## src/rtl/mux8x1_rr_arbiter_if.sv

```systemverilog
// Request/grant/select bundle between eight requesters, the round-robin arbiter
// and the 8:1 mux it steers.
interface mux8x1_rr_arbiter_if;
  logic [7:0] Req;
  logic [7:0] Gnt;
  logic       Sel0;
  logic       Sel1;
  logic       Sel2;
  logic       Busy;

  // Arbiter side: consumes requests, drives grant and mux selects.
  modport master (
    input  Req,
    output Gnt,
    output Sel0,
    output Sel1,
    output Sel2,
    output Busy
  );

  // Requester/mux side.
  modport slave (
    output Req,
    input  Gnt,
    input  Sel0,
    input  Sel1,
    input  Sel2,
    input  Busy
  );
endinterface

```

## src/rtl/mux8x1_rr_arbiter.sv

```systemverilog
// Round-robin arbiter owning the select lines of an 8:1 mux, with a bounded
// hold time that only forces a release when another requester is waiting.
module mux8x1_rr_arbiter #(
  parameter int unsigned MAX_HOLD = 16
) (
  input  logic                 Clk,
  input  logic                 Rst,
  mux8x1_rr_arbiter_if.master  arb
);

  localparam int unsigned CNT_W = $clog2(MAX_HOLD);
  localparam logic [CNT_W-1:0] CNT_LAST = CNT_W'(MAX_HOLD - 1);

  typedef enum logic {
    IDLE  = 1'b0,
    GRANT = 1'b1
  } state_t;

  state_t           state_reg;
  logic [2:0]       ptr_reg;
  logic [2:0]       owner_reg;
  logic [2:0]       sel_reg;
  logic [7:0]       gnt_reg;
  logic             busy_reg;
  logic [CNT_W-1:0] cnt_reg;

  logic [7:0]       req_rot;
  logic [2:0]       win_off;
  logic [2:0]       winner;
  logic             req_any;
  logic             owner_req;
  logic             others_pending;
  logic             hold_done;

  // Rotate the request vector so bit 0 is the current highest-priority index.
  generate
    for (genvar gi = 0; gi < 8; gi++) begin : g_rot
      logic [2:0] idx;
      assign idx         = ptr_reg + 3'(gi);
      assign req_rot[gi] = arb.Req[idx];
    end
  endgenerate

  always_comb begin
    win_off = 3'd0;
    for (int i = 7; i >= 0; i--) begin
      if (req_rot[i]) begin
        win_off = 3'(i);
      end
    end
  end

  assign winner         = ptr_reg + win_off;
  assign req_any        = |arb.Req;
  assign owner_req      = arb.Req[owner_reg];
  assign others_pending = |(arb.Req & ~(8'b1 << owner_reg));
  assign hold_done      = (cnt_reg == CNT_LAST);

  always_ff @(posedge Clk) begin
    if (Rst) begin
      state_reg <= IDLE;
      ptr_reg   <= 3'd0;
      owner_reg <= 3'd0;
      sel_reg   <= 3'd0;
      gnt_reg   <= 8'h00;
      busy_reg  <= 1'b0;
      cnt_reg   <= '0;
    end else begin
      case (state_reg)
        IDLE: begin
          if (req_any) begin
            gnt_reg   <= 8'b1 << winner;
            sel_reg   <= winner;
            owner_reg <= winner;
            busy_reg  <= 1'b1;
            cnt_reg   <= '0;
            state_reg <= GRANT;
          end
        end
        GRANT: begin
          // Release and preemption share one exit; select lines stay put so
          // the mux output does not glitch during the turnaround cycle.
          if (!owner_req || (hold_done && others_pending)) begin
            gnt_reg   <= 8'h00;
            busy_reg  <= 1'b0;
            ptr_reg   <= owner_reg + 3'd1;
            state_reg <= IDLE;
          end else if (hold_done) begin
            cnt_reg <= '0;
          end else begin
            cnt_reg <= cnt_reg + 1'b1;
          end
        end
        default: begin
          state_reg <= IDLE;
          gnt_reg   <= 8'h00;
          busy_reg  <= 1'b0;
        end
      endcase
    end
  end

  assign arb.Gnt  = gnt_reg;
  assign arb.Sel0 = sel_reg[0];
  assign arb.Sel1 = sel_reg[1];
  assign arb.Sel2 = sel_reg[2];
  assign arb.Busy = busy_reg;

endmodule

```

## src/flat_wrapper.sv

```systemverilog
// flat-port wrapper written by rule: the top's interface ports become plain ports
module mux8x1_rr_arbiter_flat 
#(
  parameter int unsigned MAX_HOLD = 16
)
  (Clk, Rst, arb_Req, arb_Gnt, arb_Sel0, arb_Sel1, arb_Sel2, arb_Busy);
  mux8x1_rr_arbiter_if arb_i ();
  input  logic Clk;
  input  logic Rst;
  input wire logic [$bits(arb_i.Req)-1:0] arb_Req;
  output wire logic [$bits(arb_i.Gnt)-1:0] arb_Gnt;
  output wire logic [$bits(arb_i.Sel0)-1:0] arb_Sel0;
  output wire logic [$bits(arb_i.Sel1)-1:0] arb_Sel1;
  output wire logic [$bits(arb_i.Sel2)-1:0] arb_Sel2;
  output wire logic [$bits(arb_i.Busy)-1:0] arb_Busy;
  assign arb_i.Req = arb_Req;
  assign arb_Gnt = arb_i.Gnt;
  assign arb_Sel0 = arb_i.Sel0;
  assign arb_Sel1 = arb_i.Sel1;
  assign arb_Sel2 = arb_i.Sel2;
  assign arb_Busy = arb_i.Busy;
  mux8x1_rr_arbiter #(.MAX_HOLD(MAX_HOLD)) u_core (.Clk(Clk), .Rst(Rst), .arb(arb_i));
endmodule
```

## config.mk

```make
export PLATFORM = sky130hd
export DESIGN_NAME = mux8x1_rr_arbiter_flat
export DESIGN_NICKNAME = d
export VERILOG_FILES = /design/src/rtl/mux8x1_rr_arbiter_if.sv /design/src/rtl/mux8x1_rr_arbiter.sv /design/src/flat_wrapper.sv
export SDC_FILE = /design/constraint.sdc
export NUM_CORES = 1
export LEC_CHECK = 0
export CORE_ASPECT_RATIO = 1.5
export CORE_MARGIN = 2
export CORE_UTILIZATION = 56
export CTS_CLUSTER_DIAMETER = 30
export CTS_CLUSTER_SIZE = 25
export DETAILED_ROUTE_END_ITERATION = 10
export PLACE_DENSITY = 0.85
export SETUP_SLACK_MARGIN = 0.1
export SYNTH_ARGS = -nofsm -noshare
export SYNTH_HDL_FRONTEND = slang
export SYNTH_SLANG_ARGS = --single-unit
```

## constraint.sdc

```tcl
create_clock -name Clk -period 4.2 [get_ports Clk]
set_input_delay 1.26 -clock Clk [delete_from_list [all_inputs] [get_ports Clk]]
set_output_delay 1.26 -clock Clk [all_outputs]
set_load 0.005 [all_outputs]
```

Yosys cells after proc, flatten, opt, wreduce, memory -nomap -nowiden

Cells that the tools add are included.

Reduce and logical (&&, ||, !) cells: 9
Shift operators: 2
Bitwise logic cells: 3
Equality and inequality tests: 4
Multiplexer cells: 39
Add/subtract/negate cells: 10
Order comparisons: 9

Operators with widths:

| cell                  | number |
|---|---|
| $lt A3 B4 Y1 const B  | 9 |
| $bmux W1 S3           | 9 |
| $mux W3               | 8 |
| $mux W8               | 2 |
| $pmux W8 S2           | 1 |
| $reduce_or A8 Y1      | 2 |
| $shl A1 B3 Y8 const A | 2 |
| $mux W1               | 13 |
| $add A3 B3 Y3 const B | 4 |
| $mux W4               | 3 |
| $and A8 B8 Y8         | 1 |
| $not A8 Y8            | 1 |
| $pmux W4 S2           | 1 |
| $reduce_and A2 Y1     | 4 |
| $add A3 B1 Y3 const B | 2 |
| $add A3 B2 Y3 const B | 2 |
| $add A4 B1 Y4 const B | 1 |
| $eq A4 B4 Y1 const B  | 1 |
| $ne A2 B2 Y1 const B  | 2 |
| $pmux W1 S2           | 2 |
| $add A3 B3 Y3         | 1 |
| $ne A2 B1 Y1 const B  | 1 |
| $logic_and A1 B1 Y1   | 1 |
| $logic_not A1 Y1      | 1 |
| 2 further kinds       | 2 |

Output and inout port bits: 12
Input bits: 10
Bits in registers: 20
Word-level logic and storage cells: 82

Depth between registers and ports, before layout

Depth after elaboration: 15
Depth in mapped cells: 17
Gate-level depth less buffers: 15

Worst setup path after synthesis

OpenSTA, ideal clock, no wires.

Path type: input port to flip-flop
From: input arb_Req[0]
To: register u_core.gnt_reg[6], in the netlist u_core.arb.Gnt[6]
Data required time: 4,137 ps
Slack: 304 ps
Setup time: 63 ps
Data arrival time: 3,833 ps
Stages: 10
Buffers on the path: 1
Cell sequence: mux4_2 mux2_2 nand2b_1 buf_2 a32o_1 a22oi_1 fa_1 nor4_1 o21ai_0 nand3_1

Cells in the longest elaborated chain, start to end: 14
Elaborated cells on any way between the ends: 39
Classes of those cells: add/sub (1); eq/ne (2); shift (1); mux (28); bitwise (1); reduce/logical (6)

RTL lines:

| item                          | RTL line                | source |
|---|---|---|
| start, declared               | flat_wrapper.sv:10      | `input wire logic [$bits(arb_i.Req)-1:0] arb_Req;` |
| $bmux W1 S3                   | mux8x1_rr_arbiter.sv:40 | `assign req_rot[gi] = arb.Req[idx];` |
| $mux W1 (implied by the code) | mux8x1_rr_arbiter.sv:40 |  |
| $mux W3 (8 in a row)          | mux8x1_rr_arbiter.sv:47 | `if (req_rot[i]) begin` |
| $add A3 B3 Y3                 | mux8x1_rr_arbiter.sv:53 | `assign winner = ptr_reg + win_off;` |
| $shl A1 B3 Y8                 | mux8x1_rr_arbiter.sv:72 | `gnt_reg <= 8'b1 << winner;` |
| $mux W8                       | mux8x1_rr_arbiter.sv:71 | `if (req_any) begin` |
| $pmux W8 S2                   | mux8x1_rr_arbiter.sv:69 | `case (state_reg)` |
| end signal, assigned          | mux8x1_rr_arbiter.sv:72 |  |
| end, declared                 | mux8x1_rr_arbiter.sv:23 | `logic [7:0] gnt_reg;` |

Parallel ways exist; a longest one is shown, timed or not. The select of a mux whose other input is x is not followed.
A chain may end at the register's enable or synchronous reset.

Worst setup path in the final report

From: input arb_Req[2]
To: register u_core.gnt_reg[2], in the netlist u_core.arb.Gnt[2]

The elaborated chain is that of the path after synthesis.

==> results.cfg <==
[synth]
yosysWarningCount = 0
synthFlopType = dfxtp_1
yosys_register_bits = 20
synth_fp_nets = 222
synth_cells = 201
async_flop_share_pct = 0
ys_types = 48
synth_fa_ha_area_share_pct = 7.74
avgSynthCellArea_sq_um = 9.32
synth_compound_area_share_pct = 18.0
synth_mux_area_share_pct = 24.3
synthSimpleGateAreaFrac_pct = 20.4
ys_seq_area_share_pct = 21.4
synth_edf_count = 0
syn_area_sq_um = 1870
synth_xor_area_share_pct = 2.34
synth_top_family_by_area = multiplexers

[setup_path]
crit_required_ns = 4.41
critPathLaunchType = input pin
r2r_end = u_core.arb.Gnt[2]
crit_path_max_fanout = 5
criticalPathCategory = in2reg
crit_start = arb_Req[2]
timing.rr.start = u_core.ptr_reg[1]
cp.arrival_ns = 4.41
worstSetupEndpoint = u_core.arb.Gnt[2]
reg2reg_slack_ns = 0.25
cp-end-kind = register
ff2ff_path_depth = 16

[global_route]
antenna_found_initial = 0
grt_max_degree = 17
grt_pass1_wl_microns = 8220
grt_pass1_vias = 1815
globalRouteTotalUtil_pct = 28.2
grt-ovfl-total = 0

[timing]
relSlewSlack_pct = 44.2
whs_ns = 0.498
fin_crit_ns = 4.19
max_freq_mhz = 238
period_share_pct = 99.9
hold_viol = 0
drv_slew = 0
fin_skew_ns = 0.00876
setup_viol = 0
tightest_slew_ns = 0.837

[route]
viasPerCell = 6.63
avgRoutedWirePerCell_microns = 19.4
drt_wl_total_microns = 5700
first_pass_iters = 4
drc = 0
vias = 1942
drt.antenna.violating_nets = 0
first_iter_violations = 112

[placed_design]
port_buffers = 21
place_congestion = 0.886
hpwl_microns = 3500

[clock_tree]
clock_latency_ns = 0.27
path_clk_slew_ns = 0.08
root_buffer = clkbuf_8
cts_sinks = 20
h-tree-depth = 1
cts_tree = built
cts_buffers = 3
cts_buffer_depth = 2
ctsHoldBuffers = 0

[cells_and_area]
drive_gt1_share_pct = 35.6
layout.nets = 275
largest_reg_flops = 8
syn2layout_area_growth_pct = 33.6
n_antenna_cell = 0
mostFrequentLayoutCell = buf_4
layout.cells.most_common_list = buf_4 (34), nand3_1 (20), dfxtp_1 (20), mux4_2 (13), clkdlybuf4s50_1 (13)

[die]
dieArea_sq_um = 3840
start_util_pct = 58.7
die_h_microns = 74.9
ios = 22
dieWidth_microns = 51.2
core_sq_um = 3190
fp-row-count = 25

[pwr]
p_leak_nw = 0.961
ir_drop_uv = 521
total_power_w = 0.00160
cellPowerDensity_nw_per_um2 = 637

[flow_run]
maxCapViolCount = 0

[outcome]
status = finished, final reports clean

[min_path]
hold_path.class = reg2reg
## synthesized netlist by cell type, drive strengths merged (6+ instances only)
master / n / area share (%)
o211ai: 9 / 3.6
mux4: 14 / 18
nand3: 22 / 5.9
nor4: 7 / 2.3
ha: 10 / 6.7
nand2: 6 / 1.2
dfxtp: 20 / 21
inv: 10 / 2.0
nor2: 16 / 3.2
mux2i: 9 / 5.7
o21ai: 12 / 3.4
a21oi: 10 / 2.7
buf: 8 / 3.0
## layout make-up
class,count,area [sq um]
multi-input combinational,159,1470
inverter,10,37.5
sequential,20,400
clock buffer,4,55.1
timing repair buffer,60,490
fill,212,687
tap,40,50.0
## critical path, cell delays in order
cell,delay [ns]
clkbuf_2,0.12
buf_4,0.16
mux4_1,0.47
mux2i_1,0.16
buf_4,0.14
nand2_1,0.07
a221oi_2,0.29
ha_2,0.22
inv_1,0.05
fa_2,0.44
buf_4,0.17
xnor2_4,0.16
nor4_1,0.39
o21ai_0,0.19
nand3_1,0.11
## repair_timing
action                     in CTS  in global routing
gates cloned                    0                  0
pin swaps                       7                 10
resized for setup              27                 33
hold endpoints to repair        0                  0
setup endpoints to repair      10                 10
buffers inserted                0                  7
## kinds of logic after synthesis
kind of cell             count (synthesis)
multiplexers                            24
adder cells (fa/ha/maj)                 11
AND/OR/NAND/NOR                         72
AO/OA/AOI/OAI                           47
XOR/XNOR                                 5
flip-flops                              20
buffers and inverters                   22
## power by group
part           internal, W  leakage (nW)  switching, W  total, W
logic             0.000569         0.769      0.000587   0.00116
registers         0.000234         0.163     0.0000548  0.000289
clock network    0.0000837        0.0288     0.0000672  0.000151
total             0.000887         0.961      0.000709   0.00160
## metal layers
layer	routed length (microns)	global-route usage (%)
met4	201	12.6
met5	0	0
met3	242	2.58
met2	3200	53.2
met1	2060	31.9
## through the flow
stage | area (sq um) | TNS [ns] | setup slack, ns | cells | util, %
floorplan | 1870 | 0 | 0.304 | 201 | -
global placement | 2300 | -3.80 | -0.418 | 282 | 72.2
detailed placement | 2300 | -4.51 | -0.488 | 282 | 72.2
CTS | 2400 | 0 | 0.122 | 286 | 75.3
global route | 2500 | -0.387 | -0.202 | 293 | 78.5
finish | 2500 | 0 | 0.00531 | 293 | 78.5
## worst min-delay path by stage
stage	from	slack [ns]	end	cells past startpoint
after floorplan	u_core.cnt_reg[3]	0.47	u_core.cnt_reg[3]	2
after global placement	u_core.arb.Busy	0.48	u_core.arb.Busy	2
after detailed placement	u_core.arb.Busy	0.49	u_core.arb.Busy	2
after CTS	u_core.arb.Busy	0.51	u_core.arb.Busy	2
after global routing	u_core.arb.Busy	0.52	u_core.arb.Busy	2
final	u_core.arb.Busy	0.50	u_core.arb.Busy	2
Power figures use the tool's default switching activity.
